`config.mk`:
```
export PLATFORM = sky130hd
export DESIGN_NAME = seg7_scan_controller
export DESIGN_NICKNAME = d
export VERILOG_FILES = /design/src/rtl/seg7_scan_controller.sv
export SDC_FILE = /design/constraint.sdc
export NUM_CORES = 1
export LEC_CHECK = 0
export BUFFER_PORTS_ARGS = -buffer_cell sky130_fd_sc_hd__buf_2
export CAP_MARGIN = 25
export CORE_ASPECT_RATIO = 1.75
export CORE_MARGIN = 10
export CORE_UTILIZATION = 44
export DETAILED_ROUTE_END_ITERATION = 8
export PLACE_DENSITY = 0.65
export SETUP_SLACK_MARGIN = 0.4
export SLEW_MARGIN = 5
export SYNTH_ARGS = -nofsm -noshare
export SYNTH_HDL_FRONTEND = slang
export SYNTH_SLANG_ARGS = --single-unit
```
`constraint.sdc`:
```
create_clock -name clock_100Mhz -period 1.81 [get_ports clock_100Mhz]
set_input_delay 0.181 -clock clock_100Mhz [delete_from_list [all_inputs] [get_ports clock_100Mhz]]
set_output_delay 0.181 -clock clock_100Mhz [all_outputs]
set_load 0.02 [all_outputs]
```
`src/rtl/seg7_scan_controller.sv`:
```
// Four-digit seven-segment scan controller: latches a BCD frame, then time-multiplexes
// the shared segment bus over four common-anode digits with a dark guard at each slot start.
module seg7_scan_controller #(
    parameter int DIGIT_TICKS = 100000,
    parameter int GUARD_TICKS = 1000,
    parameter int LZ_BLANK    = 1
) (
    input  logic        clock_100Mhz,
    input  logic        reset,
    input  logic [15:0] digits_in,
    input  logic [3:0]  dp_in,
    input  logic        blank,
    output logic        frame_start,
    output logic [3:0]  anode,
    output logic [6:0]  seg,
    output logic        dp
);

    localparam int            CW        = (DIGIT_TICKS > 1) ? $clog2(DIGIT_TICKS) : 1;
    localparam logic [CW-1:0] CNT_MAX   = CW'(DIGIT_TICKS - 1);
    localparam logic [CW-1:0] CNT_GUARD = CW'(GUARD_TICKS);
    localparam bit            LZ_EN     = (LZ_BLANK != 0);

    logic [CW-1:0] r_cnt;
    logic [1:0]    r_idx;
    logic [15:0]   r_sh_digits;
    logic [3:0]    r_sh_dp;
    logic          r_sh_blank;
    logic          r_load_pending;
    logic          r_frame_start;
    logic [3:0]    r_anode;
    logic [6:0]    r_seg;
    logic          r_dp;

    logic          w_tick;
    logic          w_capture;
    logic [3:0]    w_nib;
    logic [6:0]    w_seg_next;
    logic [3:0]    w_zero;
    logic [3:0]    w_lz;
    logic          w_dark;
    logic [3:0]    w_anode_next;

    assign w_tick    = (r_cnt == CNT_MAX);
    // A capture either starts the very first frame after reset or closes the last slot of a frame.
    assign w_capture = r_load_pending || (w_tick && (r_idx == 2'd3));

    assign w_nib = r_sh_digits[{r_idx, 2'b00} +: 4];

    always_comb begin
        w_seg_next = 7'b0111111;
        case (w_nib)
            4'd0:    w_seg_next = 7'b1000000;
            4'd1:    w_seg_next = 7'b1111001;
            4'd2:    w_seg_next = 7'b0100100;
            4'd3:    w_seg_next = 7'b0110000;
            4'd4:    w_seg_next = 7'b0011001;
            4'd5:    w_seg_next = 7'b0010010;
            4'd6:    w_seg_next = 7'b0000010;
            4'd7:    w_seg_next = 7'b1111000;
            4'd8:    w_seg_next = 7'b0000000;
            4'd9:    w_seg_next = 7'b0010000;
            default: w_seg_next = 7'b0111111;
        endcase
    end

    assign w_zero[0] = (r_sh_digits[3:0]   == 4'd0);
    assign w_zero[1] = (r_sh_digits[7:4]   == 4'd0);
    assign w_zero[2] = (r_sh_digits[11:8]  == 4'd0);
    assign w_zero[3] = (r_sh_digits[15:12] == 4'd0);

    // A digit is a leading zero only if it and every more significant digit are zero;
    // the rightmost digit always shows so a value of zero still reads "0".
    assign w_lz[3] = LZ_EN && w_zero[3];
    assign w_lz[2] = LZ_EN && w_zero[3] && w_zero[2];
    assign w_lz[1] = LZ_EN && w_zero[3] && w_zero[2] && w_zero[1];
    assign w_lz[0] = 1'b0;

    assign w_dark       = r_sh_blank || w_lz[r_idx] || (r_cnt < CNT_GUARD);
    assign w_anode_next = w_dark ? 4'b1111 : ~(4'b0001 << r_idx);

    always_ff @(posedge clock_100Mhz) begin
        if (reset) begin
            r_cnt          <= '0;
            r_idx          <= 2'd0;
            r_sh_digits    <= 16'h0000;
            r_sh_dp        <= 4'b0000;
            r_sh_blank     <= 1'b1;
            r_load_pending <= 1'b1;
            r_frame_start  <= 1'b0;
        end else begin
            r_frame_start <= w_capture;
            if (w_capture) begin
                r_sh_digits    <= digits_in;
                r_sh_dp        <= dp_in;
                r_sh_blank     <= blank;
                r_load_pending <= 1'b0;
            end
            // The first-capture edge holds the counter at zero so slot 0 starts with a full guard.
            if (!r_load_pending) begin
                if (w_tick) begin
                    r_cnt <= '0;
                    r_idx <= r_idx + 2'd1;
                end else begin
                    r_cnt <= r_cnt + 1'b1;
                end
            end
        end
    end

    always_ff @(posedge clock_100Mhz) begin
        if (reset) begin
            r_anode <= 4'b1111;
            r_seg   <= 7'b1111111;
            r_dp    <= 1'b1;
        end else begin
            r_anode <= w_anode_next;
            r_seg   <= w_seg_next;
            r_dp    <= ~r_sh_dp[r_idx];
        end
    end

    assign frame_start = r_frame_start;
    assign anode       = r_anode;
    assign seg         = r_seg;
    assign dp          = r_dp;

endmodule

```
# == After elaboration in Yosys (flattened, before gate mapping) ==
# Memories as Yosys holds them, arrays and structs flattened. A register that Yosys moved wholly into a read port is not among the register bits.
# Cells that the tools add are included.
# op_classes
addsub,2
order_cmp,2
eq_ne,2
shifts,2
n_mux,5
bitwise_logic,3
reduce_logical,11
# ops
op,count
$add 17x1->17 const B,1
$eq 17x17->1 const B,1
$lt 17x10->1 const B,1
$mux 17,1
$shiftx 16x5->4,1
$logic_not 4->1,3
$bmux 1 s2,2
$not 4->4,1
$shl 1x2->4 const A,1
$logic_and 1x1->1,3
$logic_or 1x1->1,3
$lt 2x3->1 const B,1
$add 2x1->2 const B,1
$eq 2x2->1 const B,1
$mux 1,2
$not 1->1,2
$reduce_and 2->1,1
$reduce_or 2->1,1
# totals
ff_bits,47
romBits,112
output_inout_bits,13
wordCells,37
n_memories,1
# mem_list
name,words,width,read_ports,rd_clocked_by_memory_dff,wr,line_no,rtl
(no name shown),16,7,1,1,0,52,case (w_nib)

# == Logic depth before layout (Yosys ltp) ==
# logic_depth
depth_word,8
mapped_depth,7
mapped_depth_nobuf,6

# == Worst setup path after synthesis ==
# Ideal clock, no wire load.
# synth_timing
kind,register to register
startpoint,register r_idx[0]
endpoint,"register r_seg[3], in the netlist seg[3]"
setup_time_ns,0.074
arrival_ns,1.712
t_required_ns,1.736
slack_ns,0.023
path_stages_with_launch,8
path_buffers,1
synth_period_minus_slack_ns,1.787
path_cell_list,dfxtp_1 > buf_2 > mux4_2 > inv_1 > ha_1 > nand2_1 > o21ai_0 > o21ai_0
# synth_via
elab_chain_cells,1
# synth_lines
element,line_no,rtl
start: declaration,25,logic [1:0] r_idx;
start signal: assignment,103,r_idx <= r_idx + 2'd1;
$shiftx 16x5->4,48,"assign w_nib = r_sh_digits[{r_idx, 2'b00} +: 4];"
end: declaration,32,logic [6:0] r_seg;
# Every way passes these cells.
# A chain may end at the register's enable or synchronous reset.

# == Worst setup path after layout ==
# layout_timing
startpoint,register r_idx[0]
endpoint,"register r_seg[0], in the netlist seg[0]"
# The elaborated chain is that of the path after synthesis.

==> results.toml <==
[status]
status = "finished clean"

[timing]
max_freq_mhz = 607
timing.final.crit_share_pct = 91.0
hold_slack_ns = 0.117
clock_skew_ns = 0.00609
tightestPinTransition_ns = 0.505
timing.final.crit_period_ns = 1.65
drv_slew = 0
rsz0062_at_grt = "true"
slew_headroom_pct = 66.3
setup_viol = 0
timing.final.hold_violations = 0
worst_slack_ns = 0.163
setup_tns_ns = 0

[setup_path]
path_buf_inv = 1
r2r_end = "seg[0]"
crit_fanout = 5
rr_worst_depth = 5
crit_path_start_kind = "register"
cp_slowest_cell = "mux4_2"
arrival_ns = 1.84
crit_path_end_kind = "register"
path_delay_family = "multiplexers"
cp_cell_sequence = "mux4_2, buf_4, ha_4, mux2i_1, o21ai_1"
ff2ff_setup_slack_ns = 0.16
critical_path_class = "register to register"
crit_path_start = "r_idx[0]"
cp_num_cells = 5
worst_ep_required_time_ns = 2.01
reg2reg_from = "r_idx[0]"
worstSetupEndpoint = "seg[0]"
slowest_delay_ns = 0.58

[power_and_ir_drop]
cellPowerDensity_mw_per_mm2 = 763
p_leak_nw = 1.36
peakVddDrop_v = 0.000489
total_power_mw = 2.56

[cells_and_area]
drive_gt1_share_pct = 38.2
mostFrequentLayoutCells = "42 x nand2b_1, 37 x dfxtp_1, 35 x buf_2"
fill_cells = 493
antennaDiodeCount = 0
final_common_cell = "nand2b_1"
multiInputGateArea_sq_mm = 0.00156
seqCellArea_sq_mm = 0.00112
area_delta_synth_final_pct = 30.5
nets = 349

[clock_tree]
cts_buffers = 5
insertion_delay_ns = 0.30
htree_levels = 2
postCtsHoldBufs = 0
cts_num_sinks = 54
clk_pin_slew_ns = 0.09
cts_root_buffer = "clkbuf_8"
cts_tree = "done"
clk_path_buf_depth = 2

[hold_path]
hold_class = "input pin to register"
hp-start = "digits_in[8]"

[floorplanning]
initial_core_util_pct = 45.6
design.core.area_sq_mm = 0.00563
die-area_sq_mm = 0.00942
num_rows = 36
chipHeight_microns = 121
num_io_pins = 36
die_x_microns = 77.8

[synth]
yosys.area_share.simple_pct = 24.4
synth_xor_area_share_pct = 3.75
syn_inst = 263
yosys_warnings = 0
synthArstFlopShare_pct = 0
synthMuxAreaShare_pct = 13.3
avgSynthCellArea_sq_um = 9.77
synth_fa_ha_area_share_pct = 4.87
ys_seq_area_share_pct = 42.1
synth_area_leaders = "dfxtp_1 42%, nand2b_1 10%, mux2i_1 9.0%"
ys_ff_latch = 54
synthesis.nets = 296
synth-main-ff-cell = "dfxtp_1"
yosysTopAreaCell = "dfxtp_1"
synth_area_sq_mm = 0.00257
synth_compound_area_share_pct = 7.35
synth_top_family_by_area = "simple AND/OR/NAND/NOR gates"
synth_cell_types = 38
synth-edff-count = 0
yosysTopAreaCellShare_pct = 42.1

[grt]
grt_usage_pct = 12.2
grt_pass1_wl_mm = 9.48
antenna_found_initial = 0
grt_overflow = 0
grt_max_degree = 43
grt_pass1_vias = 2064

[routing]
wirelength_mm = 5.95
post-route-drc-count = 0
antenna_left = 0
num_vias = 2002
wl_per_cell_microns = 15.1
avgViaCountPerCell = 5.09
dr.first_iter.drc_count = 118
dr.pass1.iters = 4

[placed_design]
pre_cts_ws_ns = 0.164
place_congestion = 0.836
portBuffers = 35
dpl.hpwl_mm = 3.95

[run]
drv_cap = 0
[tightest hold or removal path, cell delays in order]
cell	delay (ns)
buf_2	0.09
nand2b_1	0.05
mux2i_1	0.05
[sequential cells by signal, summed over array words and instances, names as in the netlist]
| name | flops |
|---|---|
| anode | 4 |
| r_idx | 2 |
| seg | 7 |
| r_sh_dp | 4 |
| frame_start | 1 |
| r_load_pending | 1 |
| r_sh_digits | 16 |
| r_sh_blank | 1 |
| r_cnt | 17 |
| dp | 1 |
[per-stage QoR]
step	std cells	util, %	cell area (sq um)
after floorplan	263	-	2630
after global placement	367	50.9	2870
after detailed placement	367	50.9	2870
after CTS	390	57.5	3240
after global routing	393	59.6	3350
final	393	59.6	3350
[synthesized netlist by cell type (2+ instances only)]
library cell,count
xnor2_1,5
o21ai_0,16
nand2b_1,43
nand2_1,13
xor2_1,6
mux4_2,5
mux2i_1,23
nand4_1,6
nor3_1,3
or3_1,6
dfxtp_1,54
inv_1,9
nand3_1,3
and4_1,3
buf_6,3
a21oi_1,10
buf_2,3
nor2_1,16
clkbuf_1,7
ha_1,10
and2_1,2
[area by class of cell]
class | count | area share (%)
Multi-Input combinational cell | 187 | 46.4
Sequential cell | 54 | 33.4
Timing Repair Buffer | 59 | 12.1
Tap cell | 76 | 2.84
Clock buffer | 6 | 2.46
Clock inverter | 2 | 1.79
Inverter | 9 | 1.08
[worst min-delay path by stage]
stage	end	slack, ns	cells after the start
6_report	r_sh_digits[8]	0.12	3
5_1_grt	r_sh_digits[14]	0.12	3
4_1_cts	r_sh_digits[8]	0.11	3
3_5_place_dp	r_sh_digits[8]	0.44	3
3_3_place_gp	r_sh_digits[6]	0.44	3
2_1_floorplan	r_load_pending	0.27	1
[power breakdown]
group          internal, mW  switching [mW]  leakage (nW)
clock network         0.590           0.385        0.0714
logic                 0.160           0.153         0.837
registers              1.23          0.0361         0.453
total                  1.98           0.574          1.36
[per-layer routing]
metal / part of all wire (%) / GRT usage (%)
met3: 2.9 / 2.60
met4: 3.0 / 6.42
met2: 58 / 23.1
met1: 36 / 12.0
met5: 0 / 0
[what timing repair did]
action | 4_1_cts | 5_1_grt
cloned | 0 | 2
setup endpoints to repair | 50 | 51
gates resized for setup | 37 | 14
pin swaps | 18 | 7
buffers inserted | 15 | 1
hold endpoints to repair | 0 | 0
[cells by family after synthesis]
family / count (synthesis)
buffers and inverters: 22
adder cells (fa/ha/maj): 10
AO/OA/AOI/OAI: 32
multiplexers: 28
AND/OR/NAND/NOR: 106
XOR/XNOR: 11
flip-flops: 54
Power figures use the tool's default switching activity.
